`src/rtl/free_list_pkg.sv`:
```
// Shared types and sizing for the R10K rename free list.
//   N                    superscalar width (max push / max pop per cycle)
//   PHYS_REGS            physical register count (power of two)
//   ARCH_REGS            architectural registers; phys 0..ARCH_REGS-1 start mapped
//   FREE_LIST_INIT_COUNT entries free out of reset
//   fl_ptr_t             free-list pointer, one extra MSB as wrap bit
package free_list_pkg;

  localparam int unsigned N                    = 3;
  localparam int unsigned PHYS_REGS            = 64;
  localparam int unsigned ARCH_REGS            = 32;
  localparam int unsigned IDX_W                = $clog2(PHYS_REGS);
  localparam int unsigned PTR_W                = IDX_W + 1;
  localparam int unsigned CNT_W                = $clog2(N + 1);
  localparam int unsigned FREE_LIST_INIT_COUNT = PHYS_REGS - ARCH_REGS;

  typedef logic [IDX_W-1:0] phys_reg_idx_t;
  typedef logic [PTR_W-1:0] fl_ptr_t;
  typedef logic [CNT_W-1:0] num_scalar_t;

  // Storage slot reached by stepping 'off' entries past pointer p (drops the wrap bit).
  function automatic phys_reg_idx_t slot(input fl_ptr_t p, input int unsigned off);
    fl_ptr_t sum;
    sum = p + fl_ptr_t'(off);
    return phys_reg_idx_t'(sum);
  endfunction

endpackage

```
`src/rtl/free_list_if.sv`:
```
// Rename-path bundle between retire/dispatch (master) and the free list (slave).
//   num_retiring / phys_regs_retiring  : freed regs pushed this cycle
//   num_dispatching                    : regs popped this cycle
//   regs_allocated / num_available     : lookahead of the next N free regs
//   free_count / head_ptr              : occupancy and head for branch checkpoints
//   restore_valid / restore_head_ptr   : mispredict head reload
interface free_list_if;
  import free_list_pkg::*;

  num_scalar_t             num_retiring;
  phys_reg_idx_t [N-1:0]   phys_regs_retiring;
  num_scalar_t             num_dispatching;
  phys_reg_idx_t [N-1:0]   regs_allocated;
  num_scalar_t             num_available;
  fl_ptr_t                 free_count;
  fl_ptr_t                 head_ptr;
  logic                    restore_valid;
  fl_ptr_t                 restore_head_ptr;

  modport master (
    output num_retiring, phys_regs_retiring, num_dispatching,
           restore_valid, restore_head_ptr,
    input  regs_allocated, num_available, free_count, head_ptr
  );

  modport slave (
    input  num_retiring, phys_regs_retiring, num_dispatching,
           restore_valid, restore_head_ptr,
    output regs_allocated, num_available, free_count, head_ptr
  );

endinterface

```
`src/rtl/free_list.sv`:
```
// Circular FIFO of free physical registers for the R10K rename path.
// Retire pushes up to N freed regs at the tail; dispatch pops up to N from the
// head; a mispredict reloads the head from a checkpoint.
//   clock  : rising-edge clock
//   reset  : asynchronous, active-low
//   fl     : free_list_if.slave (push/pop/restore bundle)
module free_list
  import free_list_pkg::*;
(
  input  logic        clock,
  input  logic        reset,
  free_list_if.slave  fl
);

  phys_reg_idx_t          entries_q [PHYS_REGS];
  fl_ptr_t                head_q, head_d;
  fl_ptr_t                tail_q, tail_d;
  fl_ptr_t                free_count_c;
  phys_reg_idx_t [N-1:0]  wr_idx_c;
  logic          [N-1:0]  wr_en_c;

  // Wrap bit makes tail-head distinguish a full list from an empty one.
  assign free_count_c = tail_q - head_q;

  // Per-lane write slots and zero-latency read lookahead.
  for (genvar i = 0; i < int'(N); i++) begin : g_lane
    assign wr_idx_c[i]          = slot(tail_q, i);
    assign wr_en_c[i]           = CNT_W'(i) < fl.num_retiring;
    assign fl.regs_allocated[i] = entries_q[slot(head_q, i)];
  end

  // Pointer advance; a restore overrides this cycle's pop, push still lands.
  always_comb begin
    head_d = head_q + fl_ptr_t'(fl.num_dispatching);
    tail_d = tail_q + fl_ptr_t'(fl.num_retiring);
    if (fl.restore_valid) begin
      head_d = fl.restore_head_ptr;
    end
  end

  // Pointer and storage state.
  always_ff @(posedge clock or negedge reset) begin
    if (!reset) begin
      head_q <= '0;
      tail_q <= fl_ptr_t'(FREE_LIST_INIT_COUNT);
      for (int unsigned k = 0; k < PHYS_REGS; k++) begin
        entries_q[k] <= (k < FREE_LIST_INIT_COUNT) ? phys_reg_idx_t'(ARCH_REGS + k) : '0;
      end
    end else begin
      head_q <= head_d;
      tail_q <= tail_d;
      for (int unsigned i = 0; i < N; i++) begin
        if (wr_en_c[i]) begin
          entries_q[wr_idx_c[i]] <= fl.phys_regs_retiring[i];
        end
      end
    end
  end

  assign fl.free_count    = free_count_c;
  assign fl.head_ptr      = head_q;
  assign fl.num_available = (free_count_c >= fl_ptr_t'(N)) ? num_scalar_t'(N)
                                                           : num_scalar_t'(free_count_c);

`ifndef SYNTHESIS
  // Protocol checks: callers must never over-pop, over-push or free phys 0.
  fl_ptr_t next_count_c;
  assign next_count_c = tail_d - head_d;

  a_pop_le_avail: assert property (@(posedge clock) disable iff (!reset)
    !fl.restore_valid |-> (fl.num_dispatching <= fl.num_available));

  a_push_le_n: assert property (@(posedge clock) disable iff (!reset)
    fl.num_retiring <= num_scalar_t'(N));

  a_no_overflow: assert property (@(posedge clock) disable iff (!reset)
    next_count_c <= fl_ptr_t'(PHYS_REGS - 1));

  for (genvar i = 0; i < int'(N); i++) begin : g_chk
    a_no_reg0: assert property (@(posedge clock) disable iff (!reset)
      wr_en_c[i] |-> (fl.phys_regs_retiring[i] != '0));
  end
`endif

endmodule

```
`src/flat_wrapper.sv`:
```
// flat-port wrapper written by rule: the top's interface ports become plain ports
module free_list_flat import free_list_pkg::*;
  (clock, reset, fl_num_retiring, fl_phys_regs_retiring, fl_num_dispatching, fl_restore_valid, fl_restore_head_ptr, fl_regs_allocated, fl_num_available, fl_free_count, fl_head_ptr);
  free_list_if fl_i ();
  input  logic clock;
  input  logic reset;
  input wire logic [$bits(fl_i.num_retiring)-1:0] fl_num_retiring;
  input wire logic [$bits(fl_i.phys_regs_retiring)-1:0] fl_phys_regs_retiring;
  input wire logic [$bits(fl_i.num_dispatching)-1:0] fl_num_dispatching;
  input wire logic [$bits(fl_i.restore_valid)-1:0] fl_restore_valid;
  input wire logic [$bits(fl_i.restore_head_ptr)-1:0] fl_restore_head_ptr;
  output wire logic [$bits(fl_i.regs_allocated)-1:0] fl_regs_allocated;
  output wire logic [$bits(fl_i.num_available)-1:0] fl_num_available;
  output wire logic [$bits(fl_i.free_count)-1:0] fl_free_count;
  output wire logic [$bits(fl_i.head_ptr)-1:0] fl_head_ptr;
  assign fl_i.num_retiring = fl_num_retiring;
  assign fl_i.phys_regs_retiring = fl_phys_regs_retiring;
  assign fl_i.num_dispatching = fl_num_dispatching;
  assign fl_i.restore_valid = fl_restore_valid;
  assign fl_i.restore_head_ptr = fl_restore_head_ptr;
  assign fl_regs_allocated = fl_i.regs_allocated;
  assign fl_num_available = fl_i.num_available;
  assign fl_free_count = fl_i.free_count;
  assign fl_head_ptr = fl_i.head_ptr;
  free_list u_core (.clock(clock), .reset(reset), .fl(fl_i));
endmodule
```
`config.mk`:
```
export PLATFORM = sky130hd
export DESIGN_NAME = free_list_flat
export DESIGN_NICKNAME = d
export VERILOG_FILES = /design/src/rtl/free_list_pkg.sv /design/src/rtl/free_list_if.sv /design/src/rtl/free_list.sv /design/src/flat_wrapper.sv
export SDC_FILE = /design/constraint.sdc
export NUM_CORES = 2
export LEC_CHECK = 0
export CAP_MARGIN = 0
export CORE_MARGIN = 2
export CORE_UTILIZATION = 50
export DETAILED_ROUTE_END_ITERATION = 8
export PLACE_DENSITY_LB_ADDON = 0.1
export SLEW_MARGIN = 20
export SYNTH_ARGS = -nofsm -noshare
export SYNTH_HDL_FRONTEND = slang
export SYNTH_SLANG_ARGS = --single-unit
export TNS_END_PERCENT = 100
```
`constraint.sdc`:
```
create_clock -name clock -period 3.7 [get_ports clock]
set_input_delay 1.11 -clock clock [delete_from_list [all_inputs] [get_ports clock]]
set_output_delay 1.11 -clock clock [all_outputs]
set_load 0.02 [all_outputs]
```
==> key figures <==
Run status
  • Status: finished, violations left
  • Violated checks: setup timing

Pwr
  • Clock power share: 14.3%
  • VDD IR max: 0.4915 mV
  • Reg power frac: 25.7%
  • Internal: around 21000 µW
  • P per Cell Area: 837.5 mW/mm²
  • P_leak: 0.01808 µW
  • Switching power of the nets: 15500 µW
  • Sw Share: 42.33%
  • Logic pwr share: roughly 60%

Worst setup path
  • Critical path arrival: 3.47 ns
  • Maximum net fanout on the critical path: 4
  • R2R depth: 8
  • Top cell by count, worst path: a211oi_4
  • R2r endpoint: u_core.entries_q[82]$_DFF_PN0_
  • R2R Path Start: u_core.tail_q[1]$_DFF_PN0_
  • Critical path endpoint category: output port
  • Critical path buffers and inverters: 4
  • Startpoint Class: register
  • Slowest cell delay on critical path: 0.52 ns
  • Critical path required time: 2.59 ns
  • Slowest CP cell: mux4_2
  • R2r setup slk: -0.02 ns
  • Crit-path leading delay family: compound AO/OA/AOI/OAI gates
  • Crit-path cells: buf_8 > ha_4 > buf_12 > mux4_2 > and2_4 > a211oi_4 > a31oi_1 > buf_4 > a21oi_4 > a211oi_4 > buf_6
  • Setup CP Type: reg -> out

Cells and area
  • Final Util: 63.76%
  • Layout Cells excl Fill: about 4.6k
  • Layout area overhead: 26.07%
  • Layout cell share with drive strength beyond 1: 51.56%
  • NumNets Final: 3632

Synth
  • Post-Syn Nets: ~3.2k
  • Netlist cell types: 68
  • Most common cell in the netlist: mux2_2
  • Area leader, netlist: mux4_2
  • Sequential share of the synthesized area: 29.12%
  • Share of the synthesized area in the top cell type: 20.78%
  • Main area contributors after synthesis: mux4_2 21%, dfrtp_1 21%, mux2_2 17%, dfstp_2 8.6%, mux2i_1 8.5%
  • Yosys warns: 0
  • Most used DFF post-synth: dfrtp_1
  • Most frequent cells after synthesis: 513 x mux2_2, 408 x nand2_1, 320 x mux4_2
  • Post-synth EDFFs: 0
  • Flops & latches, synth: approximately 400
  • Mapped Cells: 3134
  • Ys async rst share: 100.0%
  • Mapped cell area: 0.03468 mm²
  • Syn Area/Cell: 11.07 µm²

Clock tree
  • Root Driver: clkbuf_16
  • CTS Hold Bufs: 0
  • Clk sink count: 398
  • Total CTS buffers: 51
  • CTS tree: built
  • Clk pin slew, worst setup/hold paths: about 0.060 ns
  • CTS max path bufs: 3
  • Clock latency on the worst-skew pair: 0.63 ns
  • H-tree Lvls: 2

Placed design
  • Placed insts: between 4k and 5k
  • Hpwl dp: ~120 mm
  • Final Wtd Congestion: 1.054
  • Port bufs: 65

Min path
  • WHS Path Cells: 1
  • Hold path endpoint: u_core.tail_q[6]$_DFF_PN0_
  • Hold Crit Start: u_core.tail_q[6]$_DFF_PN0_
  • Hold WC Path Type: reg -> reg

STA
  • Measured slew at the worst slew-check pin: roughly 1.2 ns
  • # setup viols final: 28
  • Final Hold Violating Endpoints: 0
  • Post-route worst setup slack: -0.8823 ns
  • Worst Skew: 0.01883 ns
  • Final period util: 123.8%
  • Period minus WS final: 4.582 ns
  • RSZ-0062 raised after global routing: yes
  • Final max-slew violation count: 0
  • Max_slew headroom: between 10% and 20%
  • Max frequency: between 0.2 and 0.25 GHz

Job
  • Max Cap Viol: 0

Floorplanning
  • Height of the die: 267.4 µm
  • Die area: about 0.07 mm²
  • Initial Util: between 50% and 60%
  • Die width: 267.4 µm
  • Core Area: roughly 0.07 mm²
  • Boundary Pins: 66
  • Rows: 96

Global routing
  • First-pass GRT wire length: 231.2 mm
  • Vias in the first global route: 30.70k
  • Largest net degree at the start of global routing: 79
  • Global-route usage over all layers: 45.61%
  • Initial antenna violation count: 7
  • Remaining global-route overflow: 0

Detailed routing
  • Final wirelength: 163.0 mm
  • Residual DRC: 0
  • Via count: 31.91k
  • Drt pass-1 iters: 6
  • DR iter-0 viols: 4458
  • Routed len/inst: 35.74 µm
  • Vias per cell: 6.995
  • Antenna Nets Post-Route: 0
## layout make-up
class                   instances  area, µm²
clock buffers                  79       1484
fillers                      5342      24860
clock inverters                15      212.7
inverters                      18      73.82
flip-flops and latches        398      10110
repair buffers                690       6554
well taps                     931       1165
multi-input cells            2425      24110
diodes                          5      12.51
## state kept, by name (all words and copies together) (netlist names)
| signal | count |
|---|---|
| u_core.entries_q | 384 |
| u_core.tail_q | 7 |
| u_core.fl.head_ptr | 7 |
## cells by family after synthesis
kind of cell    count (synthesis)  share of synthesized area [%]
mux                          1242                          49.65
simple gates                  748                          9.675
flops                         398                          29.12
compound gates                392                          6.270
buf+inv                       311                          3.874
xor+xnor                       27                         0.7684
fa+ha+maj                      16                         0.6421
## timing repair
item | CTS | global route
gates cloned | 11 | 1
setup buffers | 28 | 25
gates resized for setup | 217 | 136
pin swaps | 17 | 36
endpoints found under the setup margin | 27 | 25
## worst max-delay path by stage
stage / startpoint / endpoint / slack, ns / cells past startpoint
after floorplan: u_core.fl.head_ptr[1]$_DFF_PN0_ / fl_num_available[0] / -0.04 / 10
after global placement: u_core.fl.head_ptr[1]$_DFF_PN0_ / fl_regs_allocated[10] / -0.98 / 10
after detailed placement: u_core.fl.head_ptr[1]$_DFF_PN0_ / fl_regs_allocated[10] / -0.98 / 10
after CTS: u_core.fl.head_ptr[0]$_DFF_PN0_ / fl_num_available[0] / -0.83 / 13
after global routing: u_core.fl.head_ptr[1]$_DFF_PN0_ / fl_regs_allocated[11] / -0.85 / 10
final: u_core.fl.head_ptr[0]$_DFF_PN0_ / fl_regs_allocated[11] / -0.88 / 11
## placed cells by master, fill, tap and decap left out, types with 23 or more instances in the layout
| cell | count |
|---|---|
| a21oi_1 | 56 |
| buf_12 | 67 |
| buf_4 | 521 |
| buf_6 | 35 |
| clkbuf_16 | 54 |
| dfrtp_1 | 282 |
| dfstp_2 | 113 |
| mux2_1 | 114 |
| mux2_2 | 511 |
| mux2i_1 | 285 |
| mux4_2 | 320 |
| nand2_1 | 397 |
| nand3_1 | 32 |
| nor2_1 | 112 |
| nor2b_1 | 23 |
| nor3_1 | 43 |
| o21ai_0 | 154 |
| o21ai_1 | 98 |
## power groups by stage
stage	combinational (µW)	clock [µW]	sequential (µW)
global placement	19600	0	9130
floorplan	12100	0	8060
detailed placement	19900	0	9210
CTS	20700	5240	9160
finish	22000	5230	9400
global route	22800	5430	9430
## layer usage
metal / global-route usage, % / vias up / part of all wire [%]
li1: - / 12741 / -
met1: 60.88 / 16210 / 38
met2: 68.33 / 2427 / 43
met3: 10.65 / 520 / 12
met4: 25.83 / 8 / 6.7
met5: 0 / - / 0.031
## per-stage QoR
step / total power (µW) / setup WS, ns / TNS, ns / cell area [µm²] / hold WS (ns)
after detailed placement: 29160 / -0.9840 / -16.88 / 40290 / 0.5015
after global placement: 28710 / -0.9837 / -16.93 / 40280 / 0.4975
after CTS: 35150 / -0.8254 / -16.42 / 43070 / 0.5103
after floorplan: 20210 / -0.03655 / -0.07310 / 34720 / 0.4607
final: 36620 / -0.8823 / -16.03 / 43730 / 0.5063
after global routing: 37680 / -0.8545 / -16.71 / 43720 / 0.5328
Note: power is estimated with default switching activity, not from simulation.
